File: src/rtl/ex_mem_reg_pkg.sv
// Shared pipeline defines: bus types, write-enable / stall constants,
// stall-vector bit ownership and the EX/MEM register mode decode.
// The stall-bit indices are reused by the id_ex and mem_wb registers.
package ex_mem_reg_pkg;

    // Bus widths and bus types.
    localparam int REG_W      = 32;
    localparam int REG_ADDR_W = 5;

    typedef logic [REG_W-1:0]      reg_bus_t;         // RegBus
    typedef logic [REG_ADDR_W-1:0] reg_addr_bus_t;    // RegAddrBus
    typedef logic [2*REG_W-1:0]    double_reg_bus_t;  // DoubleRegBus

    // Common constant values.
    localparam reg_bus_t ZERO_WORD     = '0;
    localparam logic     WRITE_ENABLE  = 1'b1;
    localparam logic     WRITE_DISABLE = 1'b0;
    localparam logic     STOP          = 1'b1;
    localparam logic     NO_STOP       = 1'b0;

    // Stall-vector bits owned by the execute and memory stages.
    localparam int EX_IDX  = 3;
    localparam int MEM_IDX = 4;

    // Per-edge behaviour of the EX/MEM register.
    typedef enum logic [1:0] {
        MODE_PASS   = 2'd0,
        MODE_BUBBLE = 2'd1,
        MODE_HOLD   = 2'd2
    } ex_mem_mode_e;

    // Execute stalled while memory runs -> bubble; both stalled -> hold.
    // Memory stalled with execute running cannot be issued by the stall
    // controller; holding is the safe answer because nothing is lost.
    function automatic ex_mem_mode_e decode_mode(input logic s_ex, input logic s_mem);
        ex_mem_mode_e mode;
        if (s_ex && !s_mem) begin
            mode = MODE_BUBBLE;
        end else if (s_ex || s_mem) begin
            mode = MODE_HOLD;
        end else begin
            mode = MODE_PASS;
        end
        return mode;
    endfunction

endpackage

File: src/rtl/ex_mem_reg.sv
// EX/MEM pipeline register.
// Captures execute results (GPR and HI/LO writes) for the memory stage and
// parks the MADD/MSUB partial product and cycle counter while execute stalls.
// Modes per edge: PASS (advance), BUBBLE (insert NOP, park product), HOLD.
// Optional macro EX_MEM_FLUSH_EN adds a 'flush' input that clears every
// output on the edge (priority below rst, above all stall modes).
module ex_mem_reg
    import ex_mem_reg_pkg::*;
#(
    parameter int DATA_W  = 32,
    parameter int ADDR_W  = 5,
    parameter int STALL_W = 6,
    parameter int EX_IDX  = ex_mem_reg_pkg::EX_IDX,
    parameter int MEM_IDX = ex_mem_reg_pkg::MEM_IDX
) (
    input  logic                clk,
    input  logic                rst,
    input  logic [STALL_W-1:0]  stall,
`ifdef EX_MEM_FLUSH_EN
    input  logic                flush,
`endif
    input  logic [ADDR_W-1:0]   ex_wd,
    input  logic                ex_wreg,
    input  logic [DATA_W-1:0]   ex_wdata,
    input  logic [DATA_W-1:0]   ex_hi,
    input  logic [DATA_W-1:0]   ex_lo,
    input  logic                ex_whilo,
    input  logic [2*DATA_W-1:0] hilo_i,
    input  logic [1:0]          cnt_i,
    output logic [ADDR_W-1:0]   mem_wd,
    output logic                mem_wreg,
    output logic [DATA_W-1:0]   mem_wdata,
    output logic [DATA_W-1:0]   mem_hi,
    output logic [DATA_W-1:0]   mem_lo,
    output logic                mem_whilo,
    output logic [2*DATA_W-1:0] hilo_o,
    output logic [1:0]          cnt_o
);

    ex_mem_mode_e mode;

    logic [ADDR_W-1:0]   wd_q,    wd_d;
    logic                wreg_q,  wreg_d;
    logic [DATA_W-1:0]   wdata_q, wdata_d;
    logic [DATA_W-1:0]   hi_q,    hi_d;
    logic [DATA_W-1:0]   lo_q,    lo_d;
    logic                whilo_q, whilo_d;
    logic [2*DATA_W-1:0] hilo_q,  hilo_d;
    logic [1:0]          cnt_q,   cnt_d;

    // Only the execute and memory bits matter here; fold the rest away.
    logic stall_unused;
    assign stall_unused = ^stall;

    // Decode the stall vector into this register's mode for the coming edge.
    always_comb begin
        mode = decode_mode(stall[EX_IDX], stall[MEM_IDX]);
    end

    // Next-state selection: advance, insert a NOP while parking the product, or hold.
    always_comb begin
        wd_d    = wd_q;
        wreg_d  = wreg_q;
        wdata_d = wdata_q;
        hi_d    = hi_q;
        lo_d    = lo_q;
        whilo_d = whilo_q;
        hilo_d  = hilo_q;
        cnt_d   = cnt_q;
        unique case (mode)
            MODE_PASS: begin
                wd_d    = ex_wd;
                wreg_d  = ex_wreg;
                wdata_d = ex_wdata;
                hi_d    = ex_hi;
                lo_d    = ex_lo;
                whilo_d = ex_whilo;
                hilo_d  = '0;
                cnt_d   = 2'd0;
            end
            MODE_BUBBLE: begin
                // A bubble must never carry a write enable downstream.
                wd_d    = '0;
                wreg_d  = WRITE_DISABLE;
                wdata_d = '0;
                hi_d    = '0;
                lo_d    = '0;
                whilo_d = WRITE_DISABLE;
                hilo_d  = hilo_i;
                cnt_d   = cnt_i;
            end
            default: begin
                // MODE_HOLD: keep everything as is.
            end
        endcase
    end

    // State register; reset (and flush when built in) clear every output.
    always_ff @(posedge clk) begin
`ifdef EX_MEM_FLUSH_EN
        if (rst || flush) begin
`else
        if (rst) begin
`endif
            wd_q    <= '0;
            wreg_q  <= WRITE_DISABLE;
            wdata_q <= '0;
            hi_q    <= '0;
            lo_q    <= '0;
            whilo_q <= WRITE_DISABLE;
            hilo_q  <= '0;
            cnt_q   <= 2'd0;
        end else begin
            wd_q    <= wd_d;
            wreg_q  <= wreg_d;
            wdata_q <= wdata_d;
            hi_q    <= hi_d;
            lo_q    <= lo_d;
            whilo_q <= whilo_d;
            hilo_q  <= hilo_d;
            cnt_q   <= cnt_d;
        end
    end

    // Outputs come straight from the flops.
    assign mem_wd    = wd_q;
    assign mem_wreg  = wreg_q;
    assign mem_wdata = wdata_q;
    assign mem_hi    = hi_q;
    assign mem_lo    = lo_q;
    assign mem_whilo = whilo_q;
    assign hilo_o    = hilo_q;
    assign cnt_o     = cnt_q;

    // Flag the stall combination the controller should never produce.
    illegal_stall_a: assert property (@(posedge clk) disable iff (rst)
        !(!stall[EX_IDX] && stall[MEM_IDX]));

endmodule

File: config.mk
export PLATFORM = sky130hd
export DESIGN_NAME = ex_mem_reg
export DESIGN_NICKNAME = d
export VERILOG_FILES = /design/src/rtl/ex_mem_reg_pkg.sv /design/src/rtl/ex_mem_reg.sv
export SDC_FILE = /design/constraint.sdc
export NUM_CORES = 1
export LEC_CHECK = 0
export ABC_AREA = 1
export CAP_MARGIN = 10
export CORE_MARGIN = 4
export CORE_UTILIZATION = 40
export DETAILED_ROUTE_END_ITERATION = 10
export PLACE_DENSITY = 0.81
export SLEW_MARGIN = 20
export SYNTH_ARGS = -nofsm -noshare
export SYNTH_HDL_FRONTEND = slang
export SYNTH_SLANG_ARGS = --single-unit
File: constraint.sdc
create_clock -name clk -period 1 [get_ports clk]
set_input_delay 0.15 -clock clk [delete_from_list [all_inputs] [get_ports clk]]
set_output_delay 0.15 -clock clk [all_outputs]
set_load 0.02 [all_outputs]
# Word-level counts from Yosys, hierarchy flattened
# Index checks and enable logic that the tools add are counted.
[word_totals]
regBits = 169
in_bits = 177
out_inout_bits = 169
elab_cells = 24
[op_classes]
eq_ne = 1
mux = 10
reduce_logical = 5
[ops]
columns = ["op", "n"]
rows = [
  ["$pmux 32 s2", 3],
  ["$pmux 64 s2", 1],
  ["$pmux 5 s2", 1],
  ["$mux 2", 2],
  ["$pmux 1 s2", 2],
  ["$pmux 2 s2", 1],
  ["$eq 2x1->1 const B", 1],
  ["$logic_not 2->1", 1],
  ["$reduce_bool 2->1", 1],
  ["$logic_and 1x1->1", 1],
  ["$logic_not 1->1", 1],
  ["$logic_or 1x1->1", 1],
]

# Logic depth before layout (Yosys ltp)
[logic_depth]
word_depth = 5
mapped_depth = 6
ltp_nobuf = 3

# Worst setup path before layout
# No wires, ideal clock.
[synth_path]
path_kind = "in2reg"
startpoint = "input stall[4]"
endpoint = "register wdata_q[10], in the netlist mem_wdata[10]"
setup_time_ns = 0.115
t_arrival_ns = 0.726
required_ns = 0.885
slack_ns = 0.159
stages = 5
path_buffers = 3
path_cell_list = "buf_6 -> buf_4 -> buf_2 -> a21oi_1 -> nor2_1"
[synth_between]
elab_chain_cells = 5
word_cells_on_any_way = 9
classes_between = "1 x eq/ne; 3 x mux; 5 x reduce/logical"
[synth_rtl]
columns = ["item", "line_no", "text"]
rows = [
  ["start, declared", "ex_mem_reg.sv:18", "input logic [STALL_W-1:0] stall,"],
  ["$logic_or 1x1->1 / $logic_not 1->1 (equally long branches)", "ex_mem_reg_pkg.sv:39, ex_mem_reg_pkg.sv:37", ""],
  ["$mux 2 / $logic_and 1x1->1 (equally long branches)", "ex_mem_reg_pkg.sv:39, ex_mem_reg_pkg.sv:37", ""],
  ["$mux 2 (*)", "ex_mem_reg_pkg.sv:37", "if (s_ex && !s_mem) begin"],
  ["$eq 2x1->1 / $logic_not 2->1 (equally long branches)", "ex_mem_reg.sv:70", "unique case (mode)"],
  ["$pmux 32 s2 / $reduce_bool 2->1 (equally long branches)", "-", ""],
  ["end signal, assigned", "ex_mem_reg.sv:116", "wdata_q <= wdata_d;"],
  ["end, declared", "ex_mem_reg.sv:44", "logic [DATA_W-1:0] wdata_q, wdata_d;"],
]
# Every way passes the cells marked *; elsewhere a longest branch is shown, timed or not.
# A chain may end at the register's enable or synchronous reset.

# Worst setup path in the final report
[layout_path]
startpoint = "register hilo_q[19], in the netlist hilo_o[19]"
endpoint = "output hilo_o[19]"
[layout_rtl]
columns = ["item", "line_no", "text"]
rows = [
  ["start, declared", "ex_mem_reg.sv:48", "logic [2*DATA_W-1:0] hilo_q, hilo_d;"],
  ["start signal, assigned", "ex_mem_reg.sv:120", "hilo_q <= hilo_d;"],
  ["end, declared", "ex_mem_reg.sv:36", "output logic [2*DATA_W-1:0] hilo_o,"],
]
# No word-level cell between the ends.

==> run metrics <==
Die Ht=between 100 and 150 um; diodes inserted=0; fill cell count=between 1000 and 1500; dpl hpwl=15740 um; vias per inst=5.054; Port Buffers=approximately 340; CP Launch Type=flip-flop; Total Die Area=approximately 19000 sq um; top-area cell type share of the netlist area=51.40%; worst-skew pair later-pin latency=about 0.42 ns; Routability Congestion=0.7931; Adder-Cell Fraction of Synth Area=0%; Routed WL=around 24000 um; Total GRT Usage=~24%; Post-Syn Area=roughly 6600 sq um; Slew @ Worst Pin=between 0.4 and 0.5 ns; Synth area leader=dfxtp_1; cell count after synthesis=about 750; RSZ-0062 raised after global routing=yes; DRC violations left=0; first-pass GRT wire length=roughly 35000 um; CTS clk-pin slew, worst paths=~0.070 ns; Routed Antenna Nets=0; mux contribution to synthesized area=0%; Post-CTS Hold Buffers=0; Synth Area in Simple Gates=between 10% and 20%; critical path peak fanout=2; htree depth=4; Inst Count DP=1272; VDD IR max=about 1000 uV; final worst setup slack=-0.03755 ns; setup TNS=-2.693 ns; Multi-input gate area=approximately 2700 sq um; Starting Density=approximately two fifths; DR pass1 iterations=4; largest net degree at the start of global routing=slightly above 90; total grt overflow=0; worst path cell trace=buf_6; CORE AREA=approximately 16000 sq um; power density cells=between 1500 and 2000 nW/um^2; failing checks=negative setup slack; CP Data Arrival Time=~0.9 ns; post-synthesis compound-gate area fraction=~22%; sequential share of the synthesized area=51.40%; Final Hold Vio Count=0; P_leak=between 4 and 5 nW; Post-Syn Nets=929; Synth Area in XOR/XNOR=0%; FF+latch count, synth=~170; top cells by area, synth=dfxtp_1, a21oi_1, nand3_2, nor2_1, o21ai_0; Final Instance Count excl. Fillers=approximately 1300; Hold WC Path Type=input pin to flip-flop; Clock Path Buffers=2; vias in the first global route=6616; Slowest-stage cell, CP=dfxtp_2; Sink Count=~170; Slew Limit Headroom=70.05%; I/O pin total=roughly 350; fin crit period=~1.0 ns; nets=roughly 1300; Max Cap Viol=0; syn_area_per_cell=8.753 sq um; vias=6737; crit path buf inv count=1; clock skew=0 ns; Layout area overhead=74.19%; max-slew violations=0; CP max stage delay=roughly 0.35 ns; Avg WL per Cell=about 18 um; Crit Path Category=flip-flop to output port; synth warn=0; Starting DRT DRC Count=roughly 360; Worst EP required=about 0.85 ns; CTS Root Buffer Type=clkbuf_16; site row count=46; TritonCTS clock tree=built; share of cells above drive strength 1=46.11%; highest clock rate=0.9638 GHz; CTS buffer count=17; combinational family with the most area after synthesis=compound AO/OA/AOI/OAI gates; setup violators final=between 150 and 200; status=finished, violations left; fin crit share=103.8%; initial antenna violation count=0; post-synth cell types=18; Crit. End Element=output port; register area=between 3000 and 4000 sq um; DIE WIDTH=between 100 and 150 um; Crit path max-delay family=flip-flops
[cell families (layout without fill, tap and decap cells)]
group / count (synthesis) / after routing
flops: 169 / 169
simple gates: 235 / 235
compound gates: 272 / 272
buf+inv: 76 / 441
[cells in the final DEF, fill, tap and decap left out, types with 4 or more instances in the layout]
cell type,n
clkinvlp_4,4
o21ai_0,59
a21oi_1,139
buf_6,169
inv_6,4
buf_12,18
clkbuf_16,17
clkdlybuf4s50_1,169
a21oi_2,30
nand2_1,66
o21ai_1,44
nand3_2,46
buf_4,49
nor2_1,103
nand3_1,20
dfxtp_2,169
[timing repair]
item	4_1_cts	5_1_grt
buffers inserted	9	20
endpoints found under the setup margin	169	169
gates resized for setup	1178	0
[cells in the mapped netlist]
| library cell | number |
|---|---|
| a21oi_1 | 139 |
| a21oi_2 | 30 |
| buf_1 | 2 |
| buf_12 | 1 |
| buf_2 | 26 |
| buf_4 | 9 |
| buf_6 | 18 |
| buf_8 | 2 |
| clkbuf_1 | 15 |
| dfxtp_1 | 169 |
| inv_2 | 2 |
| inv_6 | 1 |
| nand2_1 | 66 |
| nand3_1 | 20 |
| nand3_2 | 46 |
| nor2_1 | 103 |
| o21ai_0 | 59 |
| o21ai_1 | 44 |
[per-stage QoR]
stage	worst slack [ns]	instance area [sq um]	hold slack, ns	total power [W]	utilization (%)
2_1_floorplan	0.1594	6583	0.2933	0.008846	-
3_5_place_dp	-0.1051	10230	0.4455	0.01059	63.97
4_1_cts	-0.05139	11320	0.1227	0.01745	70.72
5_1_grt	-0.07758	11470	0.1284	0.01808	71.66
3_3_place_gp	-0.08978	10230	0.4407	0.01054	63.97
6_report	-0.03755	11470	0.1250	0.01738	71.66
[report_power, final]
group	total, W	switching (W)	internal (W)
Clock	0.00662	0.00283	0.00379
Combinational	0.00335	0.00157	0.00177
Sequential	0.00741	0.000247	0.00717
[path summary, 6_finish.rpt]
path / from / endpoint / slack (ns) / depth (start not counted)
setup / recovery: hilo_o[19] / hilo_o[19] / -0.04 / 1
hold / removal: stall[4] / hilo_o[36] / 0.13 / 4
setup reg to reg: mem_wdata[5] / mem_wdata[5] / 0.13 / 4
hold reg to reg: hilo_o[57] / hilo_o[57] / 0.46 / 2
[metal layers]
metal / share of wire, % / GRT usage, %
met1: 37 / 27.10
met5: 0 / 0
met2: 50 / 41.52
met3: 10 / 9.845
met4: 2.5 / 8.287
[layout make-up]
| class | instances | share of cell area [%] |
|---|---|---|
| clock buffer | 20 | 3.896 |
| clock inverter | 12 | 1.233 |
| inverter | 3 | 0.1419 |
| multi-input combinational | 507 | 23.28 |
| sequential | 169 | 31.35 |
| tap | 216 | 2.357 |
| timing repair buffer | 406 | 37.75 |
[state kept, by name, indices dropped and copies added, names as in the netlist]
| signal | flops |
|---|---|
| hilo_o | 64 |
| mem_wdata | 32 |
| mem_wd | 5 |
| cnt_o | 2 |
| mem_wreg | 1 |
| mem_lo | 32 |
| mem_whilo | 1 |
| mem_hi | 32 |
Power figures use the tool's default switching activity.
